## src/rtl/ifetch_pkg.sv

```systemverilog
// Shared types and constants for the instruction fetch stage.
// The opcode occupies the top OP_W bits of every instruction word.
package ifetch_pkg;

    typedef enum logic [1:0] {
        IDLE  = 2'b00,
        FETCH = 2'b01,
        HOLD  = 2'b10,
        DRAIN = 2'b11
    } state_t;

    localparam int OP_W = 2;

    localparam logic [OP_W-1:0] OP_RTYPE  = 2'b00;
    localparam logic [OP_W-1:0] OP_LOAD   = 2'b01;
    localparam logic [OP_W-1:0] OP_STORE  = 2'b10;
    localparam logic [OP_W-1:0] OP_BRANCH = 2'b11;

endpackage

```

## src/rtl/ifetch_perf.sv

```systemverilog
// Fetch-stage event counters: accepted instructions and branch redirects.
// Both wrap at 16'hFFFF; only instantiated when IFETCH_PERF_EN is defined.
module ifetch_perf (
    input  logic        clk,
    input  logic        reset,
    input  logic        accept,
    input  logic        redirect,
    output logic [15:0] fetch_cnt,
    output logic [15:0] redirect_cnt
);

    // Count handshakes and redirects; cleared by reset.
    always_ff @(posedge clk) begin
        if (reset) begin
            fetch_cnt    <= 16'd0;
            redirect_cnt <= 16'd0;
        end else begin
            if (accept) begin
                fetch_cnt <= fetch_cnt + 16'd1;
            end
            if (redirect) begin
                redirect_cnt <= redirect_cnt + 16'd1;
            end
        end
    end

endmodule

```

## src/rtl/instr_fetch.sv

```systemverilog
// Instruction fetch stage: owns the PC, issues one memory request at a time
// and hands each instruction to the decoder over valid/ready.
// A redirect kills any in-flight fetch; the killed response is drained
// before the first request to the new target goes out.
// Optional macro IFETCH_PERF_EN adds fetch_cnt / redirect_cnt counters.
module instr_fetch
    import ifetch_pkg::*;
#(
    parameter int                PC_W     = 8,
    parameter int                INSTR_W  = 8,
    parameter logic [PC_W-1:0]   RESET_PC = '0
) (
    input  logic               clk,
    input  logic               reset,
    output logic               imem_req,
    output logic [PC_W-1:0]    imem_addr,
    input  logic               imem_rvalid,
    input  logic [INSTR_W-1:0] imem_rdata,
    output logic               if_valid,
    input  logic               if_ready,
    output logic [INSTR_W-1:0] if_instr,
    output logic [OP_W-1:0]    if_op,
    output logic [PC_W-1:0]    if_pc,
    input  logic               redirect,
    input  logic [PC_W-1:0]    redirect_target
`ifdef IFETCH_PERF_EN
    ,
    output logic [15:0]        fetch_cnt,
    output logic [15:0]        redirect_cnt
`endif
);

    state_t            state;
    state_t            state_next;
    logic [PC_W-1:0]   pc;
    logic [PC_W-1:0]   pc_next;
    logic [PC_W-1:0]   addr_q;
    logic              accept;
    logic              capture;
    logic              clear_valid;

    assign accept = if_valid && if_ready;

    // Next-state, next-PC and instruction capture/clear decisions.
    always_comb begin
        state_next  = state;
        pc_next     = pc;
        capture     = 1'b0;
        clear_valid = 1'b0;
        case (state)
            IDLE: begin
                state_next = FETCH;
                if (redirect) begin
                    pc_next = redirect_target;
                end
            end
            FETCH: begin
                if (redirect) begin
                    // Response arriving with the redirect is simply dropped;
                    // otherwise it is still owed and must be drained.
                    pc_next    = redirect_target;
                    state_next = imem_rvalid ? FETCH : DRAIN;
                end else if (imem_rvalid) begin
                    capture    = 1'b1;
                    state_next = HOLD;
                end
            end
            DRAIN: begin
                if (redirect) begin
                    pc_next = redirect_target;
                end
                if (imem_rvalid) begin
                    state_next = FETCH;
                end
            end
            HOLD: begin
                // Redirect wins over a simultaneous handshake.
                if (redirect) begin
                    pc_next     = redirect_target;
                    state_next  = FETCH;
                    clear_valid = 1'b1;
                end else if (accept) begin
                    pc_next     = pc + PC_W'(1);
                    state_next  = FETCH;
                    clear_valid = 1'b1;
                end
            end
            default: begin
                state_next = IDLE;
            end
        endcase
    end

    // State, PC and request-address registers.
    always_ff @(posedge clk) begin
        if (reset) begin
            state  <= IDLE;
            pc     <= RESET_PC;
            addr_q <= RESET_PC;
        end else begin
            state <= state_next;
            pc    <= pc_next;
            // While draining, the address of the killed request stays on the bus.
            if (state_next != DRAIN) begin
                addr_q <= pc_next;
            end
        end
    end

    // Output instruction holding register toward the decoder.
    always_ff @(posedge clk) begin
        if (reset) begin
            if_valid <= 1'b0;
            if_instr <= '0;
            if_pc    <= '0;
        end else if (capture) begin
            if_valid <= 1'b1;
            if_instr <= imem_rdata;
            if_pc    <= pc;
        end else if (clear_valid) begin
            if_valid <= 1'b0;
        end
    end

    assign imem_req  = (state == FETCH) || (state == DRAIN);
    assign imem_addr = addr_q;
    assign if_op     = if_instr[INSTR_W-1 -: OP_W];

`ifdef IFETCH_PERF_EN
    ifetch_perf u_perf (
        .clk          (clk),
        .reset        (reset),
        .accept       (accept),
        .redirect     (redirect),
        .fetch_cnt    (fetch_cnt),
        .redirect_cnt (redirect_cnt)
    );
`endif

endmodule

```

## config.mk

```make
export PLATFORM = sky130hd
export DESIGN_NAME = instr_fetch
export DESIGN_NICKNAME = d
export VERILOG_FILES = /design/src/rtl/ifetch_pkg.sv /design/src/rtl/ifetch_perf.sv /design/src/rtl/instr_fetch.sv
export SDC_FILE = /design/constraint.sdc
export NUM_CORES = 1
export LEC_CHECK = 0
export CORE_MARGIN = 2
export CORE_UTILIZATION = 48
export DETAILED_ROUTE_END_ITERATION = 10
export PLACE_DENSITY = 0.83
export SYNTH_ARGS = -nofsm -noshare
export SYNTH_HDL_FRONTEND = slang
export SYNTH_SLANG_ARGS = --single-unit
```

## constraint.sdc

```tcl
create_clock -name clk -period 2.9 [get_ports clk]
set_input_delay 0.29 -clock clk [delete_from_list [all_inputs] [get_ports clk]]
set_output_delay 0.29 -clock clk [all_outputs]
set_load 0.005 [all_outputs]
```

==> impl_results.md <==
* Largest net degree at the start of global routing at 30
* Vias per cell at 5.49
* Final Critical Period at 1.86 ns
* Setup Skew at 0.00417 ns
* Design Area, Final at 0.00202 mm2
* Final setup fails at 0
* Power Density at 478 mW/mm2
* CTS tree: done
* Final worst slack at 1.04 ns
* RSZ-0062 raised after global routing: false
* Post-synthesis sequential area ratio at a little under half
* Share of cells above drive strength 1 at under 10%
* WL final at 3460 um
* Vias in the first global route at 1274
* Inserted Clock Buffers at 5
* 1st-iter DRT viols at between 40 and 50
* First-pass GRT wire length at around 5500 um
* Hold WC Path Type: flop to flop
* Worst Path Max Fanout at 12
* Setup TNS at 0 ns
* Diodes inserted at 0
* Outcome: complete, no violations
* CP endpoint: imem_addr[2]$_SDFFE_PP0P_
* Flop pwr share at 54.8%
* Combinational power share at ~15%
* Max transition margin at 63.0%
* Total track usage at 20.8%
* Post-CTS resize count at 0
* Hold slack at around 0.46 ns
* Initial antenna violation count at 0
* Final nets at 245
* Rows at 20
* Period utilization at approximately 64%
* Post-Syn Area at 0.00148 mm2
* Clk buf depth at 2
* Max Freq at around 0.54 GHz
* Clock power frac at between 30% and 40%
* Post-layout util at 67.9%
* Setup WS pre-CTS at 0.701 ns
* Yosys reg bits at 35
* Core Area at 0.00298 mm2
* Die area at 0.00354 mm2
* Area after DPL at around 0.002 mm2
* Post-Syn Instances at 178
* Slew Limit Fails at 0
* Leak at around 0.72 nW
* Startpoint type of the worst setup path: input pin
* Antenna Nets Post-Route at 0
* Crit path DAT at 2.13 ns
* Worst Setup End Kind: flop
* P_sw at 0.000235 W
* CP startpoint: if_ready
* Gr ovfl total at 0
* R2R setup slack at 1.04 ns
* Worst slew pin tran at 0.555 ns
* Number of synthesized flops with an enable pin at 0
* Initial Util at 49.6%
* Syn avg cell area at between 8 and 9 um2
* R2R Path Start: state[1]$_SDFF_PP0_
* Top FF cell, synth: dfxtp_1
* Fill count at 255
* Sw Share at 24.3%
* Yosys Warn Count at 0
* Root Buffer: clkbuf_4
* Area grow syn2layout at 36.9%
* Syn Nets at 200
* Later-pin clock latency in the skew report at 0.33 ns
* Crit Path Category: input pin to flop
* RePlAce Congestion at between 0.7 and 0.8
* Post-route DRC violation count at 0
* DR pass1 iterations at 4
* Pint at 0.000733 W
* Unique masters post-synth at 46
* Post-CTS setup buffer count at 0
* Final hold violation count at 0
* Reg-to-reg endpoint: imem_addr[2]$_SDFFE_PP0P_
* Peak supply drop at 0.000314 V
* FF-to-FF path depth at 4
* Max-Cap Viols at 0
* Die width at 59.5 um
* IO Pins at 49
* Htree depth at 2
* Routed via count at 1412
* Port bufs at 48
* WL/cell at between 10 and 15 um
* Clk sinks at 35
* Synth async-reset ratio at 0%
* Clock-pin slew on the worst setup and hold paths at 0.10 ns
* Chip height at 59.5 um
* Post-DP HPWL at 2500 um
* # hold bufs at CTS at 0
* Endpoint required time on the critical path at 3.16 ns
-- final cells by class --
cell class / instances / area [um2] / area share (%)
clock buffer: 8 / 68.8 / 3.40
inverter: 5 / 18.8 / 0.928
multi-input combinational: 125 / 691 / 34.1
tap: 33 / 41.3 / 2.04
timing repair buffer: 51 / 503 / 24.9
sequential: 35 / 701 / 34.6
-- cell usage in the layout, fill, tap and decap left out, types with 2 or more instances in the layout --
master           Yosys  routed
o31ai_1              2       2
o21ai_1              2       2
a21oi_1             20      20
o21ai_0              3       3
buf_4                2       3
o31a_1               2       2
nor2_1              11      11
clkbuf_4             0       5
o21a_1               3       3
nand2b_1             5       5
nor3_1               6       6
nor4_1               2       2
dfxtp_1             35      35
nand3_1              8       8
inv_1                3       3
clkdlybuf4s50_1      0      48
nand2_1             35      35
o41ai_1              2       2
clkbuf_8             0       2
-- state kept, by name, summed over array words and instances (netlist names) --
signal,count
if_pc,8
if_valid,1
pc,8
imem_addr,8
state,2
if_instr,8
-- synth_stat cells (2+ instances only) --
cell type / count / area, um2
buf_2: 3 / 15.0
nor3_1: 6 / 30.0
o21ai_0: 3 / 15.0
dfxtp_1: 35 / 701
a21oi_1: 20 / 100
clkbuf_1: 6 / 22.5
o31ai_1: 2 / 15.0
nor4_1: 2 / 12.5
nand2b_1: 5 / 31.3
o31a_1: 2 / 17.5
nor2_1: 11 / 41.3
buf_4: 2 / 15.0
o21ai_1: 2 / 10.0
inv_1: 3 / 11.3
o41ai_1: 2 / 17.5
o21a_1: 3 / 22.5
nand2_1: 35 / 131
nand3_1: 8 / 40.0
-- how the worst min path moves through the flow --
stage,to,depth (start not counted),start,slack [ns]
2_1_floorplan,pc[0]$_SDFF_PP0_,1,reset,0.37
3_3_place_gp,if_pc[5]$_SDFFE_PP0P_,2,if_pc[5]$_SDFFE_PP0P_,0.44
3_5_place_dp,if_pc[5]$_SDFFE_PP0P_,2,if_pc[5]$_SDFFE_PP0P_,0.45
4_1_cts,if_pc[5]$_SDFFE_PP0P_,2,if_pc[5]$_SDFFE_PP0P_,0.46
5_1_grt,if_instr[3]$_SDFFE_PP0P_,2,if_instr[3]$_SDFFE_PP0P_,0.49
6_report,if_pc[5]$_SDFFE_PP0P_,2,if_pc[5]$_SDFFE_PP0P_,0.46
-- critical path, cell delays in order --
cell and delay [ns]:
clkdlybuf4s50_1 0.51, nand4b_1 0.36, or3_1 0.47, a311o_1 0.36, a21oi_1 0.13
-- through the flow --
step / instances / total power [W]
after detailed placement: 249 / 0.000682
after floorplan: 178 / 0.000604
after CTS: 257 / 0.000974
final: 257 / 0.000967
after global placement: 249 / 0.000677
after global routing: 257 / 0.00102
-- power by group through the flow --
| stage | clock network, W | logic (W) | registers, W |
|---|---|---|---|
| final | 0.000296 | 0.000142 | 0.000530 |
| after global routing | 0.000328 | 0.000156 | 0.000534 |
| after CTS | 0.000302 | 0.000143 | 0.000529 |
| after detailed placement | 0 | 0.000142 | 0.000540 |
| after global placement | 0 | 0.000139 | 0.000538 |
| after floorplan | 0 | 0.0000675 | 0.000537 |
-- routing by layer --
metal,global-route usage [%],share of wire (%),vias up
met3,6.11,7.0,2
li1,-,-,713
met5,0,0,-
met2,35.6,49,53
met1,24.8,43,644
met4,6.17,0.75,0
-- logic make-up after synthesis --
logic type	share of synthesized area, %
XOR/XNOR	0.593
multiplexers	1.44
adder cells (fa/ha/maj)	0.847
flip-flops	47.4
buffers and inverters	5.84
AND/OR/NAND/NOR	24.5
AO/OA/AOI/OAI	19.4
(Power assumes the default switching activity.)
